[config.mk]
export PLATFORM = sky130hd
export DESIGN_NAME = magia_tile_stdio_responder
export DESIGN_NICKNAME = d
export VERILOG_FILES = /design/src/rtl/magia_tile_stdio_responder.sv
export SDC_FILE = /design/constraint.sdc
export NUM_CORES = 1
export LEC_CHECK = 0
export CORE_MARGIN = 2
export CORE_UTILIZATION = 50
export CTS_CLUSTER_SIZE = 10
export DETAILED_ROUTE_END_ITERATION = 8
export GPL_TIMING_DRIVEN = 0
export PLACE_DENSITY = 0.81
export SLEW_MARGIN = 10
export SYNTH_ARGS = -nofsm -noshare
export SYNTH_HDL_FRONTEND = slang
export SYNTH_SLANG_ARGS = --single-unit
[constraint.sdc]
create_clock -name clk_i -period 3.1 [get_ports clk_i]
set_input_delay 0.62 -clock clk_i [delete_from_list [all_inputs] [get_ports clk_i]]
set_output_delay 0.62 -clock clk_i [all_outputs]
set_load 0.05 [all_outputs]
[src/rtl/magia_tile_stdio_responder.sv]
// Memory-mapped stdio/EOC responder for a tile: buffers stdout bytes in a FIFO,
// latches the error count and exit code, and answers OBI-style requests.
module magia_tile_stdio_responder #(
    parameter int unsigned FIFO_DEPTH = 8,
    parameter int unsigned ADDR_WIDTH = 32
) (
    input  logic                  clk_i,
    input  logic                  rst_ni,
    input  logic                  req_i,
    output logic                  gnt_o,
    input  logic [ADDR_WIDTH-1:0] addr_i,
    input  logic                  we_i,
    input  logic [3:0]            be_i,
    input  logic [31:0]           wdata_i,
    output logic                  rvalid_o,
    output logic [31:0]           rdata_o,
    output logic                  err_o,
    output logic                  char_valid_o,
    input  logic                  char_ready_i,
    output logic [7:0]            char_data_o,
    output logic                  errors_valid_o,
    output logic [7:0]            errors_o,
    output logic                  eoc_o,
    output logic [30:0]           exit_code_o
);

    localparam int unsigned PW = $clog2(FIFO_DEPTH);
    localparam int unsigned CW = PW + 1;

    typedef enum logic [1:0] {
        REG_STDERR = 2'd0,
        REG_STDOUT = 2'd1,
        REG_EOC    = 2'd2,
        REG_STATUS = 2'd3
    } reg_e;

    logic [7:0]    fifo_mem_r [FIFO_DEPTH];
    logic [PW-1:0] wr_ptr_r;
    logic [PW-1:0] rd_ptr_r;
    logic [CW-1:0] count_r;
    logic          rvalid_r;
    logic          err_r;
    logic [31:0]   rdata_r;
    logic          errors_valid_r;
    logic [7:0]    errors_r;
    logic          eoc_r;
    logic [30:0]   exit_code_r;

    reg_e          reg_idx_s;
    logic          be_ok_s;
    logic          full_s;
    logic          empty_s;
    logic          gnt_s;
    logic          push_s;
    logic          pop_s;
    logic          wr_ok_s;
    logic          resp_err_s;
    logic [31:0]   rd_data_s;
    logic          unused_addr_s;

    assign unused_addr_s = ^{addr_i[ADDR_WIDTH-1:4], addr_i[1:0]};
    assign reg_idx_s     = reg_e'(addr_i[3:2]);
    assign be_ok_s       = (be_i == 4'hF);
    assign full_s        = (count_r == CW'(FIFO_DEPTH));
    assign empty_s       = (count_r == {CW{1'b0}});

    // Grant depends only on registered FIFO state, never on char_ready_i.
    assign gnt_s   = req_i && !(we_i && (reg_idx_s == REG_STDOUT) && full_s);
    assign wr_ok_s = gnt_s && we_i && be_ok_s;
    assign push_s  = wr_ok_s && (reg_idx_s == REG_STDOUT) &&
                     (wdata_i[31:8] == 24'h0) && (wdata_i[7:0] != 8'h00);
    assign pop_s   = !empty_s && char_ready_i;

    // Error decode for the granted access.
    always_comb begin
        resp_err_s = 1'b0;
        if (!be_ok_s) begin
            resp_err_s = 1'b1;
        end else if (we_i && (reg_idx_s == REG_STATUS)) begin
            resp_err_s = 1'b1;
        end else begin
            resp_err_s = 1'b0;
        end
    end

    // Read-data multiplexer over the four word registers.
    always_comb begin
        rd_data_s = 32'h0;
        case (reg_idx_s)
            REG_STDERR: rd_data_s = {24'h0, errors_r};
            REG_STDOUT: rd_data_s = {{(32-CW){1'b0}}, count_r};
            REG_EOC:    rd_data_s = {eoc_r, exit_code_r};
            REG_STATUS: rd_data_s = {29'h0, full_s, empty_s, eoc_r};
            default:    rd_data_s = 32'h0;
        endcase
    end

    // Single-cycle registered response for every grant.
    always_ff @(posedge clk_i or negedge rst_ni) begin
        if (!rst_ni) begin
            rvalid_r <= 1'b0;
            err_r    <= 1'b0;
            rdata_r  <= 32'h0;
        end else begin
            rvalid_r <= gnt_s;
            err_r    <= gnt_s && resp_err_s;
            rdata_r  <= (gnt_s && !we_i && !resp_err_s) ? rd_data_s : 32'h0;
        end
    end

    // Sideband latches: last error count wins, first exit code sticks.
    always_ff @(posedge clk_i or negedge rst_ni) begin
        if (!rst_ni) begin
            errors_valid_r <= 1'b0;
            errors_r       <= 8'h00;
            eoc_r          <= 1'b0;
            exit_code_r    <= 31'h0;
        end else begin
            if (wr_ok_s && (reg_idx_s == REG_STDERR)) begin
                errors_valid_r <= 1'b1;
                errors_r       <= wdata_i[7:0];
            end
            if (wr_ok_s && (reg_idx_s == REG_EOC) && wdata_i[31] && !eoc_r) begin
                eoc_r       <= 1'b1;
                exit_code_r <= wdata_i[30:0];
            end
        end
    end

    // Stdout circular buffer; pointers wrap naturally at the power-of-two depth.
    always_ff @(posedge clk_i or negedge rst_ni) begin
        if (!rst_ni) begin
            wr_ptr_r <= {PW{1'b0}};
            rd_ptr_r <= {PW{1'b0}};
            count_r  <= {CW{1'b0}};
            for (int i = 0; i < FIFO_DEPTH; i++) begin
                fifo_mem_r[i] <= 8'h00;
            end
        end else begin
            if (push_s) begin
                fifo_mem_r[wr_ptr_r] <= wdata_i[7:0];
                wr_ptr_r             <= wr_ptr_r + PW'(1);
            end
            if (pop_s) begin
                rd_ptr_r <= rd_ptr_r + PW'(1);
            end
            if (push_s && !pop_s) begin
                count_r <= count_r + CW'(1);
            end else if (pop_s && !push_s) begin
                count_r <= count_r - CW'(1);
            end
        end
    end

    assign gnt_o          = gnt_s;
    assign rvalid_o       = rvalid_r;
    assign err_o          = err_r;
    assign rdata_o        = rdata_r;
    assign char_valid_o   = !empty_s;
    assign char_data_o    = fifo_mem_r[rd_ptr_r];
    assign errors_valid_o = errors_valid_r;
    assign errors_o       = errors_r;
    assign eoc_o          = eoc_r;
    assign exit_code_o    = exit_code_r;

endmodule

==> results.json <==
{
  "design_area_um2": 8700,
  "cts.clk_slew.worst_paths_ps": 60,
  "ys.flop_type": "dfrtp_1",
  "worst-path-stages": 13,
  "synth_edf_count": 0,
  "arrival_ps": 3440,
  "clkSinkCount": 149,
  "grt_pass1_vias": 4588,
  "syn_area_um2": 6480,
  "cts_tree": "built",
  "first_pass_iters": 4,
  "path_buf_inv": 4,
  "max_freq_mhz": 323,
  "yosysWarnings": 0,
  "period_needed_ps": 3100,
  "period_share": 1.00,
  "cpMaxStageDelayCell": "clkdlybuf4s50_1",
  "fin_skew_ps": 4.89,
  "synth.distinct_cells": 41,
  "drcViolationCount": 0,
  "path_delay_family": "simple AND/OR/NAND/NOR gates",
  "most-common-layout-cells": "148 x dfrtp_1, 114 x clkdlybuf4s50_1, 112 x mux2_2",
  "final_layout_size_suffix_gt1_frac": 0.370,
  "worstMarginPinSlew_ps": 799,
  "grt.overflow.total": 0,
  "path_cells": "clkdlybuf4s50_1, nor4_2, and4_4, buf_8, nand4_1, inv_1, ha_2, inv_2, ha_1, a21o_1, a21oi_2, mux2i_1, xnor2_1",
  "fin_ws_ps": 0.854,
  "critPathCaptureType": "flop",
  "wl_per_cell_um": 20.3,
  "finalPower_mw": 4.48,
  "hpwl_um": 10300,
  "worstPathRequired_ps": 3440,
  "synth.top_cell.area_share": 0.575,
  "area_growth_syn_to_layout_pct": 34.2,
  "die_y_um": 118,
  "drt_iter0_markers": 256,
  "power_leakage_nw": 4.10,
  "crit_type": "in2reg",
  "ir_worst_vdd_mv": 0.347,
  "grt_usage": 0.236,
  "fin_nets": 654,
  "grt_start_max_net_pins": 87,
  "syn_nets": 503,
  "viasPerCell": 5.52,
  "async_flop_share": 1.00,
  "core_um2": 12600,
  "die_area_um2": 13900,
  "synthTopCellsByArea": "dfrtp_1 58%, mux2_2 19%, mux4_2 6.6%",
  "worst-r2r-cell-count": 12,
  "syn_inst": 424,
  "route.vias.total": 4185,
  "final_common_cell": "dfrtp_1",
  "grt_pass1_wl_um": 25000,
  "wl_um": 15400,
  "antennaDiodeCount": 0,
  "setup_tns_ps": 0,
  "gp_congestion": 0.841,
  "cts_inserted_buffers": 17,
  "insertion_delay_ps": 420,
  "ys_ff_latch": 149,
  "place_ws_ps": -670,
  "portBuffers": 127,
  "cts_root_buf": "clkbuf_16",
  "antenna_found_initial": 0,
  "start_kind": "primary input",
  "status": "finished clean",
  "hp-class": "in2async",
  "drv_slew": 0,
  "yosys.area.top_type": "dfrtp_1",
  "max_cap_viol_count": 0,
  "final-setup-viol-count": 0,
  "p_per_area_nw_per_um2": 515,
  "io_pins": 158,
  "finalHoldViolCount": 0,
  "initial_utilization": 0.514,
  "slew_headroom": 0.464,
  "placed_area_um2": 8000,
  "ant_nets": 0,
  "cts_max_level": 4,
  "fp-row-count": 41,
  "avgSynthCellArea_um2": 15.3,
  "max_stage_delay_ps": 450,
  "yosysSeqAreaShare": 0.575,
  "die_x_um": 118,
  "cts.path.max_buffers": 2,
  "crit_fanout": 10
}
## metal layers
metal,up-vias,part of all wire,GRT usage
met4,0,0.018,0.0873
met2,148,0.51,0.393
li1,1859,-,-
met1,2158,0.42,0.299
met5,-,0,0
met3,20,0.048,0.0596
## area by class of cell
| cell class | instances | area, um2 |
|---|---|---|
| Clock inverter | 8 | 124 |
| Fill cell | 900 | 3920 |
| Clock buffer | 22 | 474 |
| Buffer | 23 | 139 |
| Multi-Input combinational cell | 243 | 2670 |
| Sequential cell | 149 | 3730 |
| Inverter | 8 | 30.0 |
| Timing Repair Buffer | 133 | 1320 |
| Tap cell | 172 | 215 |
## synth_stat cells (all sizes together) (4+ instances only)
master   count
nor2b        4
xnor2        7
nor4         9
mux4        19
dfrtp      149
buf         12
and2        24
inv          8
mux2       114
a2111oi      6
nor3         5
nor2         5
clkbuf      12
mux2i        6
ha           5
nand2        5
nand4       11
## what timing repair did
item	4_1_cts	5_1_grt
hold buffers	0	0
setup buffers	3	2
pin swaps	4	5
endpoints found under the setup margin	10	9
gates resized for setup	26	28
## power by group
part	internal, mW	switching [mW]
clock network	1.32	0.773
logic	0.146	0.240
registers	1.98	0.0261
total	3.44	1.04
## worst paths after layout
kind,from,to,slack [ps]
worst max-delay path,wdata_i[23],count_r[3],0.9
worst min register to register,exit_code_o[10],rdata_o[10],490
min in group clk_i,exit_code_o[10],rdata_o[10],490
max in group asynchronous,rst_ni,rd_ptr_r[1],2090
worst min-delay path,rst_ni,rdata_o[15],170
worst max register to register,count_r[1],count_r[3],270
## sequential cells by signal, summed over array words and instances (netlist names)
signal / cells
eoc_o: 1
wr_ptr_r: 3
errors_valid_o: 1
errors_o: 8
rd_ptr_r: 3
rvalid_o: 1
err_o: 1
count_r: 4
exit_code_o: 31
rdata_o: 32
fifo_mem_r: 64
## cell families after synthesis
family,Yosys count,synth area share
compound gates,16,0.0230
xor+xnor,7,0.00946
fa+ha+maj,6,0.0127
buf+inv,32,0.0224
flops,149,0.575
mux,139,0.273
simple gates,75,0.0840
## metrics by stage
| step | hold WS [ps] | util | instances |
|---|---|---|---|
| after global routing | 223 | 0.690 | 758 |
| after detailed placement | 478 | 0.634 | 724 |
| after floorplan | 324 | - | 424 |
| after CTS | 192 | 0.686 | 756 |
| final | 174 | 0.690 | 758 |
| after global placement | 459 | 0.631 | 723 |
No activity file was read; power rests on OpenSTA's default activity.
